File: config.mk
export PLATFORM = sky130hd
export DESIGN_NAME = serial_subtractor
export DESIGN_NICKNAME = d
export VERILOG_FILES = /design/src/rtl/serial_subtractor.sv
export SDC_FILE = /design/constraint.sdc
export NUM_CORES = 1
export LEC_CHECK = 0
export ABC_AREA = 0
export CAP_MARGIN = 20
export CORE_MARGIN = 2
export CORE_UTILIZATION = 49
export CTS_BUF_LIST = sky130_fd_sc_hd__clkbuf_16
export CTS_CLUSTER_DIAMETER = 150
export DETAILED_ROUTE_END_ITERATION = 8
export PLACE_DENSITY = 0.77
export SYNTH_ARGS = -nofsm -noshare
export SYNTH_HDL_FRONTEND = slang
export SYNTH_SLANG_ARGS = --single-unit
File: constraint.sdc
create_clock -name clk -period 1.7 [get_ports clk]
set_clock_uncertainty 0.2 [all_clocks]
set_input_delay 0.17 -clock clk [delete_from_list [all_inputs] [get_ports clk]]
set_output_delay 0.17 -clock clk [all_outputs]
set_load 0.03 [all_outputs]
File: src/rtl/serial_subtractor.sv
// Bit-serial subtractor: diff = a - b - bin, one bit per clock, LSB first.
// Latency: start accepted at edge E0; busy for WIDTH cycles; done pulses after edge E0+WIDTH.
// Backpressure: none; start is sampled only in IDLE and ignored while busy or done.
//
// Ports:
//   clk     in   1      rising-edge clock
//   rst     in   1      synchronous active-high reset, overrides everything
//   start   in   1      request an operation (sampled only in IDLE)
//   a       in   WIDTH  minuend, captured when start is accepted
//   b       in   WIDTH  subtrahend, captured when start is accepted
//   bin     in   1      borrow-in, captured when start is accepted
//   busy    out  1      high while bits are being processed
//   done    out  1      one-cycle pulse, diff/borrow just updated
//   diff    out  WIDTH  a - b - bin modulo 2^WIDTH, held until next completion
//   borrow  out  1      1 iff a < b + bin (unsigned)

module serial_subtractor #(
  parameter int WIDTH = 4
) (
  input  logic             clk,
  input  logic             rst,
  input  logic             start,
  input  logic [WIDTH-1:0] a,
  input  logic [WIDTH-1:0] b,
  input  logic             bin,
  output logic             busy,
  output logic             done,
  output logic [WIDTH-1:0] diff,
  output logic             borrow
);

  localparam int            CW   = $clog2(WIDTH);
  localparam logic [CW-1:0] LAST = CW'(WIDTH - 1);

  typedef enum logic [1:0] {
    S_IDLE  = 2'd0,
    S_SHIFT = 2'd1,
    S_DONE  = 2'd2
  } state_t;

  state_t           state;
  state_t           state_nxt;

  logic [WIDTH-1:0] a_sh;
  logic [WIDTH-1:0] b_sh;
  logic [WIDTH-1:0] res;
  logic             br;
  logic [CW-1:0]    cnt;

  logic             d;
  logic             br_nxt;

  // Single full-subtractor cell working on the current LSBs.
  always_comb begin
    d      = a_sh[0] ^ b_sh[0] ^ br;
    br_nxt = (~a_sh[0] & b_sh[0]) | (~(a_sh[0] ^ b_sh[0]) & br);
  end

  // FSM state register.
  always_ff @(posedge clk) begin
    if (rst) begin
      state <= S_IDLE;
    end else begin
      state <= state_nxt;
    end
  end

  // FSM next-state and Moore outputs.
  always_comb begin
    state_nxt = state;
    busy      = 1'b0;
    done      = 1'b0;
    case (state)
      S_IDLE: begin
        if (start) begin
          state_nxt = S_SHIFT;
        end
      end
      S_SHIFT: begin
        busy = 1'b1;
        if (cnt == LAST) begin
          state_nxt = S_DONE;
        end
      end
      S_DONE: begin
        done      = 1'b1;
        state_nxt = S_IDLE;
      end
      default: begin
        state_nxt = S_IDLE;
      end
    endcase
  end

  // Datapath: operand shift registers, borrow, bit counter, result.
  always_ff @(posedge clk) begin
    if (rst) begin
      a_sh   <= '0;
      b_sh   <= '0;
      res    <= '0;
      br     <= 1'b0;
      cnt    <= '0;
      diff   <= '0;
      borrow <= 1'b0;
    end else begin
      case (state)
        S_IDLE: begin
          if (start) begin
            a_sh <= a;
            b_sh <= b;
            br   <= bin;
            cnt  <= '0;
          end
        end
        S_SHIFT: begin
          a_sh <= a_sh >> 1;
          b_sh <= b_sh >> 1;
          // Difference bits enter at the MSB so the first (LSB) bit ends
          // up at position 0 after WIDTH shifts.
          res  <= {d, res[WIDTH-1:1]};
          br   <= br_nxt;
          cnt  <= cnt + CW'(1);
          // Publish only the complete word; res itself is never exposed.
          if (cnt == LAST) begin
            diff   <= {d, res[WIDTH-1:1]};
            borrow <= br_nxt;
          end
        end
        default: begin
        end
      endcase
    end
  end

endmodule

# Word level (Yosys, flattened, before mapping)
# Cells that the tools add are included.
# Widths: inputs -> output; s select.
[totals]
ff_bits = 22
wordCells = 39
out_inout_bits = 7
input_bits = 12
[classes]
reduce_logical = 5
n_eq_ne = 5
n_addsub = 1
n_bitwise = 7
mux = 13
[op_table]
columns = ["operator", "n"]
rows = [
  ["$pmux 4 s2", 2],
  ["$mux 4", 2],
  ["$pmux 2 s2", 2],
  ["$mux 2", 3],
  ["$reduce_and 2->1", 3],
  ["$eq 2x2->1 const B", 2],
  ["$ne 2x2->1 const B", 2],
  ["$mux 1", 3],
  ["$add 2x1->2 const B", 1],
  ["$and 1x1->1", 2],
  ["$eq 2x1->1 const B", 1],
  ["$logic_not 2->1", 1],
  ["$not 1->1", 2],
  ["$pmux 1 s2", 1],
  ["$reduce_bool 2->1", 1],
  ["$xor 1x1->1", 2],
  ["$or 1x1->1", 1],
]

# Depth between registers and ports, before layout
# Gate-level depths: netlist (run 1).
[depth]
ltp_word = 5
mapped_depth = 5
ltp_nobuf = 5

# Least setup slack after synthesis (run 1)
# No wires, ideal clock.
[synth_timing]
path_kind = "register -> register"
from = "reg b_sh[0]"
to = "reg br"
synth_period_minus_slack_ns = 1.352
arrival_time_ns = 1.072
required_time_ns = 1.419
path_buffers = 0
slack_ns = 0.348
path_stages_with_launch = 6
setup_time_ns = 0.081
cell_sequence = "dfxtp_1 > inv_1 > fa_1 > inv_1 > mux2i_1 > a211oi_2"
[synth_between]
elab_chain_len = 5
word_cells_on_any_way = 6
cone_classes = "1 x mux; 5 x bitwise"
[synth_rtl]
columns = ["item", "line", "rtl"]
rows = [
  ["from (decl)", "45", "logic [WIDTH-1:0] b_sh;"],
  ["from (signal assigned)", "117", "b_sh <= b_sh >> 1;"],
  ["$xor 1x1->1", "56", "br_nxt = (~a_sh[0] & b_sh[0]) | (~(a_sh[0] ^ b_sh[0]) & br);"],
  ["$not 1->1", "56", ""],
  ["$and 1x1->1", "56", ""],
  ["$or 1x1->1 (*)", "56", ""],
  ["$pmux 1 s2 (*)", "106", "case (state)"],
  ["to (signal assigned)", "111", "br <= bin;"],
  ["to (signal assigned)", "121", "br <= br_nxt;"],
  ["to (decl)", "47", "logic br;"],
]
# Every way passes the cells marked *; elsewhere a longest branch is shown, timed or not.
# A chain may end at the register's enable or synchronous reset.

# Worst setup path after layout (run 1)
[layout_timing]
from = "reg borrow"
to = "out borrow"
[layout_rtl]
columns = ["item", "line", "rtl"]
rows = [
  ["from (decl)", "29", "output logic borrow"],
  ["from (signal assigned)", "126", "borrow <= br_nxt;"],
]
# No word-level cell between the ends.

==> impl_metrics.env, run 1 <==
export IMPL_grt_max_degree=22
export IMPL_area_delta_synth_final_pct=29.0
export IMPL_fmax_mhz=616
export IMPL_viasPerCell=5.07
export IMPL_fin_nets=127
export IMPL_hold_class="flop to flop"
export IMPL_fin_setup_tns_ns=0
export IMPL_setup_viol=0
export IMPL_routed_wirelength_um=1640
export IMPL_slew_viol_final=0
export IMPL_cts_setup_buffers=0
export IMPL_antenna_found_initial=0
export IMPL_yosysWarnings=0
export IMPL_die_area_um2=2290
export IMPL_h_tree_depth=1
export IMPL_gp_congestion=0.686
export IMPL_io_pins=19
export IMPL_ys_top_cells_by_area="dfxtp_1, mux2i_1, a211oi_2"
export IMPL_grt_pass1_vias=596
export IMPL_synth_avg_cell_area_um2=10.4
export IMPL_vias=694
export IMPL_timing_final_crit_share=0.955
export IMPL_cts_sinks=21
export IMPL_ys_ff_latch=21
export IMPL_drt_iter0_drc=4
export IMPL_port_buffers=18
export IMPL_layout_drive_gt1_share=0.196
export IMPL_crit_chain="clkdlybuf4s50_1"
export IMPL_antenna_diode_count=0
export IMPL_yosysSeqAreaShare=0.446
export IMPL_track_usage=0.169
export IMPL_leakagePower_uw=0.000473
export IMPL_synth_area_leader_cell="dfxtp_1"
export IMPL_end_kind="output port"
export IMPL_rsz0062_at_grt="false"
export IMPL_initial_core_util=0.534
export IMPL_synth_area_um2=942
export IMPL_clkTransAtPathRegs_ns=0.06
export IMPL_hpwl_um=1120
export IMPL_cts_tree="done"
export IMPL_max_stage_delay_ns=0.67
export IMPL_worstMarginPinSlew_ns=0.307
export IMPL_cts_buffers=3
export IMPL_powerDensity_nw_per_um2=969
export IMPL_worst_hold_slack_ns=0.252
export IMPL_overflow=0
export IMPL_syn_nets=105
export IMPL_maxSlewHeadroom=0.794
export IMPL_cp_start_kind="flop"
export IMPL_wl_per_cell_um=11.9
export IMPL_maxCapViolCount=0
export IMPL_critPathSlowestCell="clkdlybuf4s50_1"
export IMPL_die_width_um=47.9
export IMPL_syn_instance_count=91
export IMPL_multiInputGateArea_um2=462
export IMPL_post_route_min_period_ns=1.62
export IMPL_critPathArrivalTime_ns=1.25
export IMPL_critPathBufInv=1
export IMPL_clk_latency_ns=0.25
export IMPL_grt_pass1_wl_um=2620
export IMPL_synth_top_cell_area_share=0.446
export IMPL_cts_buffer_depth=2
export IMPL_drc=0
export IMPL_dieHeight_um=47.9
export IMPL_status="complete, no violations"
export IMPL_final_util=0.689
export IMPL_core_um2=1760
export IMPL_cts_root_buf="clkbuf_16"
export IMPL_yosysUniqueCellTypes=22
export IMPL_rows=15
export IMPL_first_pass_iters=4
export IMPL_hold_viol_final=0
export IMPL_fill_cells=147
export IMPL_criticalPathCategory="flop to output port"
export IMPL_ant_nets=0
export IMPL_path_max_fanout=2
export IMPL_critPathTopFamily="buffers and inverters"
export IMPL_seq_area_um2=420
export IMPL_peakVddDrop_v=0.000636
export IMPL_cp_required_ns=1.33
==> cells by family (layout without fill, tap and decap cells) <==
group	count (synthesis)	count (layout)	share of synthesized area
mux	11	11	0.117
compound gates	18	18	0.182
flops	21	21	0.446
fa+ha+maj	2	2	0.0345
buf+inv	9	30	0.0691
simple gates	30	30	0.151
==> path summary, 6_finish.rpt <==
| path | cells past startpoint | slack, ns | from | end |
|---|---|---|---|---|
| setup reg to reg | 4 | 0.21 | state[0] | a_sh[1] |
| hold reg to reg | 2 | 0.25 | diff[0] | diff[0] |
| hold / removal | 2 | 0.25 | diff[0] | diff[0] |
| setup / recovery | 1 | 0.08 | borrow | borrow |
==> what timing repair did <==
| item | CTS | global route |
|---|---|---|
| setup endpoints to repair | 2 | 0 |
| resized for setup | 2 | 0 |
| hold buffers | 0 | 0 |
==> per-layer routing <==
metal	track usage	vias up	share of wire
met5	0	-	0
met4	0.0973	0	0.0073
met3	0.0377	2	0.031
met2	0.251	10	0.46
met1	0.225	324	0.50
li1	-	358	-
==> registers in the layout (all words and copies together), names as in the netlist <==
signal / flops
a_sh: 4
b_sh: 4
diff: 4
res: 3
cnt: 2
state: 2
borrow: 1
br: 1
==> layout make-up <==
class,instances,share of cell area
Clock buffer,3,0.0618
Tap cell,25,0.0257
Multi-Input combinational cell,61,0.380
Timing Repair Buffer,22,0.170
Sequential cell,21,0.346
Inverter,4,0.0124
Clock inverter,1,0.00412
==> synthesized netlist by cell type <==
library cell / instances
buf_6: 2
nand3_1: 4
nand3b_1: 1
o21ba_4: 1
fa_1: 1
nand2_1: 4
ha_1: 1
a22oi_1: 3
mux2i_1: 11
a21oi_1: 5
nor2b_1: 1
nor2b_2: 1
clkbuf_1: 2
o21bai_1: 1
nor3_1: 2
buf_12: 1
inv_1: 4
nor2_1: 13
nor3b_1: 1
dfxtp_1: 21
a211oi_2: 8
nor2_2: 3
==> stage by stage <==
step | setup slack (ns) | area (um^2) | instances | power [uW]
CTS | 0.0710 | 1210 | 137 | 1190
global placement | 0.176 | 1130 | 133 | 697
detailed placement | 0.134 | 1130 | 133 | 702
global route | 0.0330 | 1210 | 137 | 1230
finish | 0.0763 | 1210 | 137 | 1180
floorplan | 0.348 | 942 | 91 | 663
==> report_power, final <==
part | internal [uW] | switching [uW]
registers | 519 | 17.6
logic | 79.2 | 77.7
clock network | 315 | 169
total | 913 | 264
==> layout by cell type, fill, tap and decap left out, types with 2 or more instances in the layout <==
cell	instances
nor3_1	2
nand3_1	4
dfxtp_1	21
buf_4	5
inv_1	4
nor2_1	13
a211oi_2	8
clkbuf_16	3
nor2_2	3
nand2_1	4
a22oi_1	3
a21oi_1	5
clkdlybuf4s50_1	16
mux2i_1	11
No activity file was read; power rests on OpenSTA's default activity.
==> inputs of run 2 (changes only) <==
ABC_AREA = 1   (was 0)
PLACE_DENSITY = 0.76   (was 0.77)
==> run 2 against run 1 <==
Compared with the run above:
- critical endpoint unchanged
- synthesized cell count is 38% higher
- utilization is 3.6 points lower
- global-route usage is 0.70 points higher
- sequential power hardly changed
- maximum frequency is 0.92% higher
- via count is 19% higher
- first-iteration DRC count grew to 2.8 times the previous value
==> impl_metrics.env, run 2 <==
export IMPL_ys_top_cells_by_area="dfxtp_1, nand2_1, inv_1"
export IMPL_layout_drive_gt1_share=0.116
export IMPL_critPathTopFamily="buffers and inverters"
export IMPL_fill_cells=181
export IMPL_leakagePower_uw=0.000543
export IMPL_gp_congestion=0.823
export IMPL_syn_nets=140
export IMPL_ctsHoldBuffers=0
export IMPL_yosysWarnings=0
export IMPL_criticalPathCategory="flop to output port"
export IMPL_worstHoldStart="b_sh[0]"
export IMPL_cts_setup_buffers=0
export IMPL_synth_flop_cell="dfxtp_1"
export IMPL_drt_iter0_drc=11
export IMPL_rows=16
export IMPL_drc=0
export IMPL_multiInputGateArea_um2=422
export IMPL_yosysSeqAreaShare=0.436
export IMPL_dieHeight_um=48.4
export IMPL_critPathSlowestCell="clkdlybuf4s50_1"
export IMPL_yosysUniqueCellTypes=22
export IMPL_cts_buffer_depth=2
export IMPL_synth_compound_area_share=0.145
export IMPL_synth_avg_cell_area_um2=7.66
export IMPL_fin_nets=162
export IMPL_synthMuxAreaShare=0
export IMPL_fmax_mhz=622
export IMPL_timing_rr_end="br"
export IMPL_end_kind="output port"
export IMPL_peakVddDrop_v=0.000637
export IMPL_initial_core_util=0.507
export IMPL_synth_top_family_by_area="simple AND/OR/NAND/NOR gates"
export IMPL_powerDensity_nw_per_um2=964
export IMPL_cts_buffers=3
export IMPL_grt_pass1_wl_um=3230
export IMPL_ys_ff_latch=21
export IMPL_place_area_um2=1160
export IMPL_maxSlewHeadroom=0.797
export IMPL_antenna_diode_count=0
export IMPL_synthTopCellsByCount="dfxtp_1, nand2_1, inv_1"
export IMPL_h_tree_depth=1
export IMPL_crit_chain="clkdlybuf4s50_1"
export IMPL_synth_area_um2=965
export IMPL_reg_top3="a_sh (4), b_sh (4), diff (4)"
export IMPL_area_delta_synth_final_pct=28.7
export IMPL_synth_area_leader_cell="dfxtp_1"
export IMPL_hold_path_end="b_sh[0]"
export IMPL_max_stage_delay_ns=0.67
export IMPL_clkTransAtPathRegs_ns=0.06
export IMPL_port_buffers=18
export IMPL_track_usage=0.176
export IMPL_cp_start_kind="flop"
export IMPL_cts_root_buf="clkbuf_16"
export IMPL_path_max_fanout=2
export IMPL_cp_required_ns=1.33
export IMPL_grt_max_degree=14
export IMPL_overflow=0
export IMPL_syn_instance_count=126
export IMPL_synth_adder_area_share=0.0337
export IMPL_viasPerCell=4.74
export IMPL_hold_viol_final=0
export IMPL_first_pass_iters=4
export IMPL_cts_tree="done"
export IMPL_routed_wirelength_um=1860
export IMPL_mostFrequentLayoutCells="inv_1, nand2_1, dfxtp_1"
export IMPL_hold_class="flop to flop"
export IMPL_post_route_min_period_ns=1.61
export IMPL_timing_final_crit_share=0.946
export IMPL_whs_path_depth=2
export IMPL_antenna_found_initial=0
export IMPL_die_area_um2=2340
export IMPL_status="complete, no violations"
export IMPL_ant_nets=0
export IMPL_maxCapViolCount=0
export IMPL_setup_viol=0
export IMPL_cts_sinks=21
export IMPL_vias=824
export IMPL_cts_resized=1
export IMPL_hpwl_um=1340
export IMPL_synth_xor_area_frac=0
export IMPL_core_um2=1900
export IMPL_critPathArrivalTime_ns=1.24
export IMPL_critPathBufInv=1
export IMPL_async_flop_share=0
export IMPL_clk_latency_ns=0.25
export IMPL_seq_area_um2=420
export IMPL_synth_top_cell_area_share=0.436
export IMPL_slew_viol_final=0
export IMPL_rsz0062_at_grt="false"
export IMPL_synth_simple_gate_area_frac=0.258
export IMPL_fin_setup_tns_ns=0
export IMPL_wl_per_cell_um=10.7
export IMPL_io_pins=19
export IMPL_grt_pass1_vias=766
export IMPL_r2r_cells=6
export IMPL_die_width_um=48.4
export IMPL_r2r_slack_ns=0.22
export IMPL_reg2reg_from="state[1]"
export IMPL_synth_edf_count=0
export IMPL_stdcell_area_um2=1240
export IMPL_worstMarginPinSlew_ns=0.303
==> run 2: routing by layer <==
| metal | track usage | vias up | part of all wire |
|---|---|---|---|
| met5 | 0 | - | 0 |
| met4 | 0.0571 | 0 | 0.0070 |
| met2 | 0.315 | 16 | 0.48 |
| met3 | 0.0216 | 2 | 0.043 |
| met1 | 0.220 | 370 | 0.47 |
| li1 | - | 436 | - |
==> run 2: worst max path at each step <==
stage | from | endpoint | slack [ns] | cells after the start
floorplan | b_sh[0] | res[3] | 0.38 | 4
global placement | state[1] | done | 0.15 | 3
detailed placement | state[1] | done | 0.15 | 3
CTS | diff[1] | diff[1] | 0.08 | 1
global route | diff[1] | diff[1] | 0.04 | 1
finish | borrow | borrow | 0.09 | 1
==> run 2: area by class of cell <==
class                      count  area share
timing repair buffer          21       0.160
tap                           27      0.0272
sequential                    21       0.339
clock inverter                 1     0.00302
clock buffer                   3      0.0605
multi-input combinational     79       0.340
inverter                      22      0.0706
==> run 2: cells by family after synthesis <==
kind of cell    after synthesis
compound gates               23
fa+ha+maj                     2
buf+inv                      26
flops                        21
simple gates                 54
==> run 2: per-stage QoR <==
step	total power (uW)	hold slack, ns	std cells	utilization	setup WS [ns]
floorplan	671	0.113	126	-	0.379
global placement	715	0.252	170	0.612	0.152
detailed placement	722	0.260	170	0.612	0.154
CTS	1210	0.270	174	0.653	0.0774
global route	1260	0.287	174	0.653	0.0416
finish	1200	0.269	174	0.653	0.0911
==> run 2: where the power goes <==
part	internal, uW	switching, uW	leakage (uW)
logic	77.1	96.6	0.000329
registers	522	16.1	0.000172
clock network	313	172	0.0000423
total	912	284	0.000543
